### src/rtl/mem_wb_pkg.sv
// Shared definitions for the MEM/WB stage: FSM states and write-back select codes.
package mem_wb_pkg;

  typedef enum logic [1:0] {
    ST_IDLE = 2'b00,
    ST_REQ  = 2'b01,
    ST_WAIT = 2'b10
  } state_t;

  localparam logic [1:0] REGSRC_PC  = 2'b00;
  localparam logic [1:0] REGSRC_MEM = 2'b01;
  localparam logic [1:0] REGSRC_ALU = 2'b10;

endpackage

### src/rtl/mem_wb_if.sv
// Request/response handshake between the requester FSM and the data memory.
interface mem_wb_if;

  logic rd;
  logic wr;
  logic done;
  logic stall;

  modport master (output rd, output wr, input done, input stall);
  modport slave  (input rd, input wr, output done, output stall);

endinterface

### src/rtl/mem_req_fsm.sv
// Memory request sequencer: issues/retries the access and reports completion.
module mem_req_fsm
  import mem_wb_pkg::*;
(
  input  logic        clk_i,
  input  logic        rst_i,
  input  logic        memop_i,
  input  logic        aligned_i,
  input  logic        rd_i,
  input  logic        wr_i,
  mem_wb_if.master    bus,
  output logic        stall_o,
  output logic        complete_o
);

  state_t state_q;
  state_t state_d;
  logic   req_act;

  // A request is on the bus for an aligned op seen in IDLE, and on every retry
  assign req_act = ((state_q == ST_IDLE) && memop_i && aligned_i) ||
                   (state_q == ST_REQ);

  // State register
  always_ff @(posedge clk_i) begin
    if (rst_i) state_q <= ST_IDLE;
    else       state_q <= state_d;
  end

  // Next-state logic
  always_comb begin
    state_d = state_q;
    unique case (state_q)
      ST_IDLE, ST_REQ: begin
        if (req_act) begin
          if (bus.done)       state_d = ST_IDLE;
          else if (bus.stall) state_d = ST_REQ;
          else                state_d = ST_WAIT;
        end
      end
      ST_WAIT: if (bus.done) state_d = ST_IDLE;
      default: state_d = ST_IDLE;
    endcase
  end

  // Outputs: request strobes, upstream stall and completion pulse
  always_comb begin
    bus.rd     = req_act & rd_i;
    bus.wr     = req_act & wr_i;
    stall_o    = (req_act | (state_q == ST_WAIT)) & ~bus.done;
    complete_o = ((req_act | (state_q == ST_WAIT)) & bus.done) |
                 ((state_q == ST_IDLE) & memop_i & ~aligned_i);
  end

endmodule

### src/rtl/mem_wb_stage.sv
// MEM stage with MEM/WB pipeline register.
module mem_wb_stage
  import mem_wb_pkg::*;
(
  input  logic        clk,
  input  logic        rst,
  input  logic        in_valid,
  input  logic [15:0] Addr,
  input  logic [15:0] WriteData,
  input  logic [15:0] PcIn,
  input  logic        MemRead,
  input  logic        MemWrite,
  input  logic [1:0]  RegSrcIn,
  input  logic        FWB_errIn,
  input  logic [15:0] mem_DataOut,
  input  logic        mem_Done,
  input  logic        mem_Stall,
  input  logic        mem_err,
  output logic        mem_Rd,
  output logic        mem_Wr,
  output logic [15:0] mem_Addr,
  output logic [15:0] mem_DataIn,
  output logic        stall_out,
  output logic        wb_valid,
  output logic [15:0] MemOut,
  output logic [15:0] PcOut,
  output logic [15:0] ALUOut,
  output logic [1:0]  RegSrc,
  output logic        FWB_err,
  output logic        DMWB_err
);

  mem_wb_if bus ();

  logic memop;
  logic misaligned;
  logic complete;
  logic load_wb;

  logic        wb_valid_q;
  logic [15:0] mem_out_q, pc_out_q, alu_out_q;
  logic [1:0]  reg_src_q;
  logic        fwb_err_q, dmwb_err_q;

  assign memop      = in_valid & (MemRead | MemWrite);
  assign misaligned = memop & Addr[0];

  assign bus.done   = mem_Done;
  assign bus.stall  = mem_Stall;
  assign mem_Rd     = bus.rd;
  assign mem_Wr     = bus.wr;
  assign mem_Addr   = Addr;
  assign mem_DataIn = WriteData;

  mem_req_fsm u_fsm (
    .clk_i      (clk),
    .rst_i      (rst),
    .memop_i    (memop),
    .aligned_i  (~Addr[0]),
    .rd_i       (MemRead),
    .wr_i       (MemWrite),
    .bus        (bus),
    .stall_o    (stall_out),
    .complete_o (complete)
  );

  assign load_wb = complete | (in_valid & ~memop);

  // MEM/WB register: load on completion, otherwise bubble with held data
  always_ff @(posedge clk) begin
    if (rst) begin
      wb_valid_q <= 1'b0;
      mem_out_q  <= '0;
      pc_out_q   <= '0;
      alu_out_q  <= '0;
      reg_src_q  <= REGSRC_PC;
      fwb_err_q  <= 1'b0;
      dmwb_err_q <= 1'b0;
    end else begin
      wb_valid_q <= load_wb;
      if (load_wb) begin
        if (MemRead) mem_out_q <= mem_DataOut;
        pc_out_q   <= PcIn;
        alu_out_q  <= Addr;
        reg_src_q  <= RegSrcIn;
        fwb_err_q  <= FWB_errIn;
        dmwb_err_q <= mem_err | misaligned | (MemRead & MemWrite);
      end
    end
  end

  assign wb_valid = wb_valid_q;
  assign MemOut   = mem_out_q;
  assign PcOut    = pc_out_q;
  assign ALUOut   = alu_out_q;
  assign RegSrc   = reg_src_q;
  assign FWB_err  = fwb_err_q;
  assign DMWB_err = dmwb_err_q;

endmodule

### config.mk
export PLATFORM = sky130hd
export DESIGN_NAME = mem_wb_stage
export DESIGN_NICKNAME = d
export VERILOG_FILES = /design/src/rtl/mem_wb_pkg.sv /design/src/rtl/mem_wb_if.sv /design/src/rtl/mem_req_fsm.sv /design/src/rtl/mem_wb_stage.sv
export SDC_FILE = /design/constraint.sdc
export NUM_CORES = 1
export LEC_CHECK = 0
export BUFFER_PORTS_ARGS = -buffer_cell sky130_fd_sc_hd__buf_4
export CAP_MARGIN = 20
export CORE_MARGIN = 4
export CORE_UTILIZATION = 40
export CTS_CLUSTER_DIAMETER = 120
export DETAILED_ROUTE_END_ITERATION = 16
export HOLD_SLACK_MARGIN = 0.05
export PLACE_DENSITY = 0.87
export SLEW_MARGIN = 20
export SYNTH_ARGS = -nofsm -noshare
export SYNTH_HDL_FRONTEND = slang
export SYNTH_SLANG_ARGS = --single-unit
### constraint.sdc
create_clock -name clk -period 1.6 [get_ports clk]
set_clock_uncertainty 0.1 [all_clocks]
set_input_delay 0.08 -clock clk [delete_from_list [all_inputs] [get_ports clk]]
set_output_delay 0.08 -clock clk [all_outputs]
set_load 0.1 [all_outputs]
* After elaboration in Yosys (flattened, before gate mapping)
Index checks and enable logic that the tools add are counted.
** Storage, ports and cells
- Register bits after elaboration :: 55
- Logic and storage cells :: 43
- Output and inout port bits :: 88
- Bits of input ports :: 75
** Cells by class
- Reductions and logical operators :: 7
- Eq/ne operators :: 4
- Bitwise gates (word level) :: 19
- Muxes and demuxes :: 5
** Operators by type and width (count)
- 1-bit AND :: 10
- 2-bit two-way mux :: 4
- 1-bit OR :: 6
- 2-bit one-hot mux with 2 select lines :: 1
- 2-bit AND reduction :: 2
- 1-bit NOT :: 3
- 2-bit by 1-bit == test with 1-bit output, second input constant :: 1
- 2-bit == test, second input constant :: 1
- 1-bit logical AND :: 2
- 2-bit logical NOT :: 1
- 2-bit by 1-bit != test with 1-bit output, second input constant :: 1
- 2-bit != test, second input constant :: 1
- 2-bit OR reduction :: 1
- 1-bit logical OR :: 1

* Longest topological paths before layout
Gate-level depths: netlist of the first run.
- Depth after elaboration :: 10
- Mapped depth :: 6
- Gate-level depth less buffers :: 4

* Modules after synthesis
From an unflattened synthesis of the first run, not the netlist that was laid out.
** Second synthesis, totals
- Cell total of the unflattened synthesis :: 283
- Area, all modules :: 2641.3 um2
** Modules (own cells, without submodules)
- mem_wb_stage :: instances 1, cells each 267, sequential area each 1061.0 um2, area an instance 2507.4 um2
- mem_req_fsm :: instances 1, cells each 16, sequential area each 40.0 um2, area an instance 133.9 um2

* Least setup slack after synthesis of the first run
No wires, ideal clock.
- Path kind :: flip-flop to output port
- From :: reg u_fsm.state_q[1]
- To :: out stall_out
- Required time :: 1.420 ns
- Arrival time :: 1.932 ns
- Path buffers :: 0
- Stages on the path, launching flop included :: 4
- Setup slack :: -0.512 ns
- Cells stage by stage :: dfxtp_1 > a311o_1 > nand2_1 > nor2_1
** Between the ends
- Cells in the longest elaborated chain, start to end :: 6
- Elaborated cells on any way between the ends :: 8
- Classes of those cells :: eq/ne: 2; bitwise: 2; reduce/logical: 4
** RTL lines
- start, declared :: RTL line mem_req_fsm.sv:16 : state_t state_q;
- start signal, assigned :: RTL line mem_req_fsm.sv:27 : else state_q <= state_d;
- 2-bit logical NOT :: RTL line mem_req_fsm.sv:21 : assign req_act = ((state_q == ST_IDLE) && memop_i && aligned_i) ||
- 1-bit logical AND (2 in series) :: RTL line mem_req_fsm.sv:21
- 1-bit logical OR :: RTL line mem_req_fsm.sv:21
- 1-bit OR * :: RTL line mem_req_fsm.sv:50 : stall_o = (req_act | (state_q == ST_WAIT)) & ~bus.done;
- 1-bit AND * :: RTL line mem_req_fsm.sv:50
- end, declared :: RTL line mem_wb_stage.sv:23 : output logic stall_out,
Mark *: on every way between the ends. The rest lies on a longest branch, timed or not.

* Worst setup path after layout of the first run
- From :: reg u_fsm.state_q[1]
- To :: reg alu_out_q[5], in the netlist ALUOut[5]
** Between the ends
- Cells in the longest elaborated chain, start to end :: 8
- Elaborated cells on any way between the ends :: 12
- Classes of those cells :: eq/ne: 2; bitwise: 6; reduce/logical: 4
** RTL lines
- 2-bit logical NOT :: RTL line mem_req_fsm.sv:21, mem_req_fsm.sv:52
- 1-bit logical AND (2 in series) :: RTL line mem_req_fsm.sv:21
- 1-bit logical OR :: RTL line mem_req_fsm.sv:21
- 1-bit OR :: RTL line mem_req_fsm.sv:51 : complete_o = ((req_act | (state_q == ST_WAIT)) & bus.done) |
- 1-bit AND :: RTL line mem_req_fsm.sv:51
- 1-bit OR * :: RTL line mem_req_fsm.sv:51
- 1-bit OR * :: RTL line mem_wb_stage.sv:67 : assign load_wb = complete | (in_valid & ~memop);
- end signal, assigned :: RTL line mem_wb_stage.sv:84 : alu_out_q <= Addr;
- end, declared :: RTL line mem_wb_stage.sv:41 : logic [15:0] mem_out_q, pc_out_q, alu_out_q;
Marks and branches as above.
A chain may end at the register's enable or synchronous reset.

==> results.py, run 1 <==
metrics = {
    "status": {
        "outcome": "complete, but fails checks",
        "violations": "setup timing",
    },
    "power_and_ir_drop": {
        "pwr-share-seq": 0.364,
        "p_switching_mw": 1.632,
        "clockPowerShare": 0.225,
        "power.internal_mw": 2.534,
        "pwr-share-comb": 0.411,
        "powerDensity_nw_per_um2": 923.1,
        "cellLeakagePower_nw": 2.181,
        "vdd_drop_max_mv": 0.4382,
        "p_sw_frac": 0.3917,
    },
    "timing": {
        "period_minus_slack_ns": 1.663,
        "hold_viol": 0,
        "rsz0062_at_grt": "yes",
        "setup_ws_ns": -0.06276,
        "post-route-period-util": 1.039,
        "tightest_slew_ns": 0.3676,
        "slew_headroom": 0.7549,
        "setup_violations": 11,
        "slew_viol_final": 0,
        "max_freq_ghz": 0.6014,
        "whs_ns": 0.06004,
    },
    "floorplanning": {
        "dieWidth_um": 91.61,
        "rows": 30,
        "initial_core_util": 0.4116,
        "die_area_um2": 8392,
        "die_h_um": 91.61,
        "core-area_um2": 6794,
        "pin_count": 163,
    },
    "yosys": {
        "synth_edf_count": 0,
        "ys.flop_type": "dfxtp_1",
        "synth_area_um2": 2796,
        "synthesis.nets": 358,
        "synth_area_per_cell_um2": 9.881,
        "yosys_warnings": 0,
        "ys_ff_latch": 55,
        "syn_inst": 283,
        "synth_sequential_area_ratio": 0.3937,
        "netlist-cell-type-count": 25,
        "ys_async_sr_fraction": 0,
    },
    "detailed_routing": {
        "route.met3.wl_um": 381,
        "top_layer_used": "met4",
        "wire_per_inst_um": 14.05,
        "route.detailed.drc": 0,
        "drt-total-wl_mm": 7.585,
        "viasPerCell": 4.491,
        "postRouteAntennaNets": 0,
        "first_pass_iters": 4,
        "wl_met2_mm": 3.995,
        "drtIter0Drc": 58,
        "vias": 2425,
        "wl_met1_mm": 3.061,
    },
    "global_route": {
        "grt_pass1_vias": 2530,
        "grt_first_pass_wirelength_mm": 11.90,
        "grt_max_degree": 60,
        "antenna_found_initial": 0,
        "grt.total_usage": 0.1725,
        "grt_overflow_total": 0,
    },
    "finish": {
        "antenna_cells": 0,
        "final_nets": 518,
        "layout_commonest_cell": "buf_4",
        "final_cell_mix": "137 x buf_4, 102 x nand2b_1, 54 x dlygate4sd3_1, 53 x dfxtp_1, 51 x mux2i_1",
        "area_growth_pct": 61.39,
        "finish.utilization": 0.6643,
        "drive_above_1_share": 0.3806,
    },
    "run": {
        "maxCapViolations": 0,
    },
    "placement": {
        "hpwl_mm": 4.613,
        "dp_slack_ns": -0.1507,
        "port_buffers": 130,
        "place.gp.congestion": 0.7744,
    },
    "clocking": {
        "cts_buffers": 5,
        "htree_levels": 2,
        "path_clk_slew_ns": 0.09,
        "cts_tree": "done",
        "clk_latency_ns": 0.30,
        "cts.path.max_buffers": 2,
        "cts_num_sinks": 55,
        "cts_root_buf": "clkbuf_8",
    },
    "setup_path": {
        "r2r-end": "ALUOut[5]",
        "r2r_setup_slack_ns": -0.06,
        "cp.required_ns": 1.72,
        "path_max_fanout": 8,
        "crit_start": "u_fsm.state_q[1]",
        "rr_worst_depth": 5,
        "endpoint": "ALUOut[5]",
        "crit_arrival_ns": 1.78,
        "r2r_start": "u_fsm.state_q[1]",
        "critPathCaptureType": "flip-flop",
        "path_class": "reg2reg",
        "start_kind": "flip-flop",
    },
    "min_path": {
        "hp-class": "in2out",
        "min_from": "WriteData[14]",
    },
}
-- worst max-delay path: stages, from the launching register on --
cell and delay, ns:
dfxtp_2 0.34, a311o_1 0.36, a32oi_4 0.20, buf_6 0.19
buf_12 0.15, mux2i_1 0.24
-- cell families after synthesis --
kind of cell	after synthesis	share of synthesized area
AND/OR/NAND/NOR	119	0.2604
flip-flops	55	0.3937
multiplexers	52	0.1866
buffers and inverters	49	0.1315
AO/OA/AOI/OAI	8	0.02775
-- registers in the layout (all words and copies together) (netlist names) --
name and count:
ALUOut 16, MemOut 16, RegSrc 2, wb_valid 1, u_fsm.state_q 2, FWB_err 1, DMWB_err 1, PcOut 16
-- power groups by stage --
stage	clock, mW	combinational [mW]	sequential (mW)
2_1_floorplan	0	0.710	2.21
4_1_cts	0.981	1.69	1.51
3_3_place_gp	0	1.50	1.54
3_5_place_dp	0	1.52	1.54
5_1_grt	1.02	1.77	1.53
6_report	0.939	1.71	1.51
-- cell type report --
cell class | instances | area, um2
flip-flops and latches | 55 | 1104
well taps | 96 | 120.1
fillers | 504 | 2281
inverters | 1 | 3.754
multi-input cells | 179 | 1388
clock inverters | 2 | 35.03
repair buffers | 201 | 1780
clock buffers | 6 | 82.58
-- per-stage QoR --
stage               cells  cell area (um2)  setup TNS (ns)  total power [mW]
floorplan             283             2809        -0.01313             2.917
global placement      471             3665          -3.389             3.042
detailed placement    471             3665          -5.344             3.061
CTS                   539             4454         -0.8324             4.182
global route          540             4513          -2.538             4.323
finish                540             4513         -0.1801             4.166
-- per-layer routing --
metal  vias up  GRT usage
li1       1196          -
met1      1127     0.1938
met2        86     0.3262
met3        16    0.03527
met4         0    0.04648
met5         -          0
-- timing repair --
action / in CTS / in global routing
resized for setup: 15 / 7
pin swaps: 2 / 1
hold endpoints to repair: 54 / 0
setup buffers: 4 / 0
gates cloned: 2 / 1
hold buffers: 54 / 0
endpoints found under the setup margin: 32 / 56
-- synthesized netlist by cell type (2+ instances only) --
master / count / area [um2]
buf_4: 32 / 240.2
mux2i_1: 51 / 510.5
nor2_1: 6 / 22.52
nand2b_1: 102 / 638.1
nand2_1: 2 / 7.510
clkbuf_1: 11 / 41.29
dfxtp_1: 55 / 1101
buf_12: 3 / 60.06
buf_6: 2 / 22.52
and2_1: 2 / 12.51
and3_1: 2 / 12.51
nor2b_1: 2 / 12.51
-- how the worst min path moves through the flow --
| stage | slack [ns] | depth (start not counted) | to |
|---|---|---|---|
| after floorplan | 0.13 | 1 | u_fsm.state_q[0] |
| after global placement | 0.06 | 0 | mem_DataIn[15] |
| after detailed placement | 0.06 | 0 | mem_DataIn[15] |
| after CTS | 0.06 | 0 | mem_DataIn[15] |
| after global routing | 0.06 | 0 | mem_DataIn[3] |
| final | 0.06 | 0 | mem_DataIn[14] |
(Power assumes the default switching activity.)
==> run 2, diff against run 1 <==
--- a/config.mk
+++ b/config.mk
@@ -8,11 +8,11 @@
 export BUFFER_PORTS_ARGS = -buffer_cell sky130_fd_sc_hd__buf_4
 export CAP_MARGIN = 20
 export CORE_MARGIN = 4
-export CORE_UTILIZATION = 40
+export CORE_UTILIZATION = 47
 export CTS_CLUSTER_DIAMETER = 120
 export DETAILED_ROUTE_END_ITERATION = 16
 export HOLD_SLACK_MARGIN = 0.05
-export PLACE_DENSITY = 0.87
+export PLACE_DENSITY = 0.95
 export SLEW_MARGIN = 20
 export SYNTH_ARGS = -nofsm -noshare
 export SYNTH_HDL_FRONTEND = slang
==> constraint.sdc (replaced) <==
create_clock -name clk -period 2 [get_ports clk]
set_clock_uncertainty 0.1 [all_clocks]
set_input_delay 0.1 -clock clk [delete_from_list [all_inputs] [get_ports clk]]
set_output_delay 0.1 -clock clk [all_outputs]
set_load 0.1 [all_outputs]
==> results.py, run 2 (synthesis results as in run 1) <==
metrics = {
    "global_route": {
        "grt_busiest_layer": "met2",
        "antenna_found_initial": 0,
        "grt.met2_usage": 0.4174,
        "grt_max_degree": 47,
        "met1_usage": 0.2226,
        "grt_first_pass_wirelength_mm": 12.57,
        "gr-usage-met3": 0.05049,
        "grt_overflow_total": 0,
        "grt_pass1_vias": 2593,
        "grt.total_usage": 0.2151,
    },
    "setup_path": {
        "cpMaxStageDelayCell": "dlygate4sd3_1",
        "crit_arrival_ns": 2.03,
        "critPathBufInv": 4,
        "start_kind": "primary input",
        "cp.required_ns": 2.13,
        "path_class": "in2reg",
        "path_max_fanout": 12,
        "crit_top_cell": "buf_4",
        "critical_path.top_delay_family": "buffers and inverters",
        "cpPeakStageDelay_ns": 0.54,
        "path_cells": "dlygate4sd3_1 > buf_4 > inv_1 > a311o_1 > a32oi_4 > buf_4 > mux2i_1",
        "critPathCaptureType": "flip-flop",
    },
    "placement": {
        "place.gp.congestion": 0.8657,
        "port_buffers": 130,
        "placed_area_um2": 3575,
        "hpwl_mm": 4.870,
        "placed_cells": 442,
        "dp_slack_ns": 0.04963,
    },
    "timing": {
        "post-route-period-util": 0.9521,
        "setup_violations": 0,
        "slew_viol_final": 0,
        "tightest_slew_ns": 0.3910,
        "hold_viol": 0,
        "final.setup.tns_ns": 0,
        "max_freq_ghz": 0.5252,
        "rsz0062_at_grt": "no",
        "setup_ws_ns": 0.09581,
        "slew_headroom": 0.7371,
        "period_minus_slack_ns": 1.904,
    },
    "power_and_ir_drop": {
        "powerDensity_nw_per_um2": 769.0,
        "finalPower_mw": 3.245,
        "vdd_drop_max_mv": 0.4420,
        "cellLeakagePower_nw": 2.061,
    },
    "floorplanning": {
        "die_area_um2": 7248,
        "initial_core_util": 0.4957,
        "pin_count": 163,
        "die_h_um": 85.14,
        "core-area_um2": 5642,
        "dieWidth_um": 85.14,
        "rows": 27,
    },
    "finish": {
        "final_nets": 505,
        "layout_commonest_cell": "buf_4",
        "area_growth_pct": 50.92,
        "fin_area_um2": 4220,
        "fillers": 365,
        "drive_above_1_share": 0.3434,
        "stdcell_count": 504,
        "final_cell_mix": "133 x buf_4, 102 x nand2b_1, 55 x dfxtp_1, 53 x dlygate4sd3_1, 51 x mux2i_1",
    },
    "clocking": {
        "path_clk_slew_ns": 0.10,
        "cts_root_buf": "clkbuf_8",
        "cts.path.max_buffers": 2,
        "cts_tree": "done",
        "clk_latency_ns": 0.30,
        "htree_levels": 2,
        "cts_resized": 0,
        "cts_buffers": 5,
        "cts_num_sinks": 55,
    },
    "detailed_routing": {
        "viasPerCell": 4.867,
        "drtIter0Drc": 65,
        "vias": 2453,
        "wire_per_inst_um": 15.42,
        "drt-total-wl_mm": 7.773,
        "first_pass_iters": 4,
        "route.detailed.drc": 0,
        "postRouteAntennaNets": 0,
    },
    "status": {
        "outcome": "complete, no violations",
    },
    "min_path": {
        "hp-class": "in2reg",
    },
    "run": {
        "maxCapViolations": 0,
    },
}
run 2: path summary, 6_finish.rpt:
kind	end	slack, ns	cells after the start	start
worst min register to register	MemOut[8]	0.38	2	MemOut[8]
worst max-delay path	ALUOut[3]	0.1	7	Addr[0]
worst max register to register	ALUOut[3]	0.19	4	u_fsm.state_q[0]
worst min-delay path	DMWB_err	0.06	4	mem_err
run 2: cell type report:
| type | count | area, um2 | area share |
|---|---|---|---|
| timing repair buffer | 188 | 1569 | 0.3718 |
| inverter | 1 | 3.754 | 0.0008894 |
| tap | 72 | 90.09 | 0.02135 |
| clock inverter | 3 | 43.79 | 0.01038 |
| multi-input combinational | 179 | 1341 | 0.3178 |
| antenna | 1 | 2.502 | 0.0005929 |
| sequential | 55 | 1101 | 0.2609 |
| clock buffer | 5 | 68.82 | 0.01631 |
run 2: worst min-delay path: stages:
cell     delay [ns]
buf_4          0.08
a21oi_1        0.04
nor2_1         0.07
mux2_2         0.15
run 2: timing repair:
action                    4_1_cts  5_1_grt
hold buffers                   53        0
setup buffers                   0        0
hold endpoints to repair       53        0
run 2: through the flow:
stage	utilization	hold WS, ns
4_1_cts	0.7476	0.05841
6_report	0.7481	0.05979
5_1_grt	0.7476	0.05018
3_5_place_dp	0.6336	0.1007
2_1_floorplan	-	0.1459
3_3_place_gp	0.6336	0.1007
run 2: power breakdown:
group / leakage (nW) / internal (mW) / switching [mW]
Clock: 0.0581 / 0.373 / 0.363
Combinational: 1.55 / 0.392 / 0.902
Sequential: 0.451 / 1.17 / 0.0443
Total: 2.06 / 1.94 / 1.31
run 2: routing by layer:
metal  wire, um  vias up
li1           -     1174
met1       2713     1157
met2       4282      102
met3        628       20
met4        148        0
met5          0        -
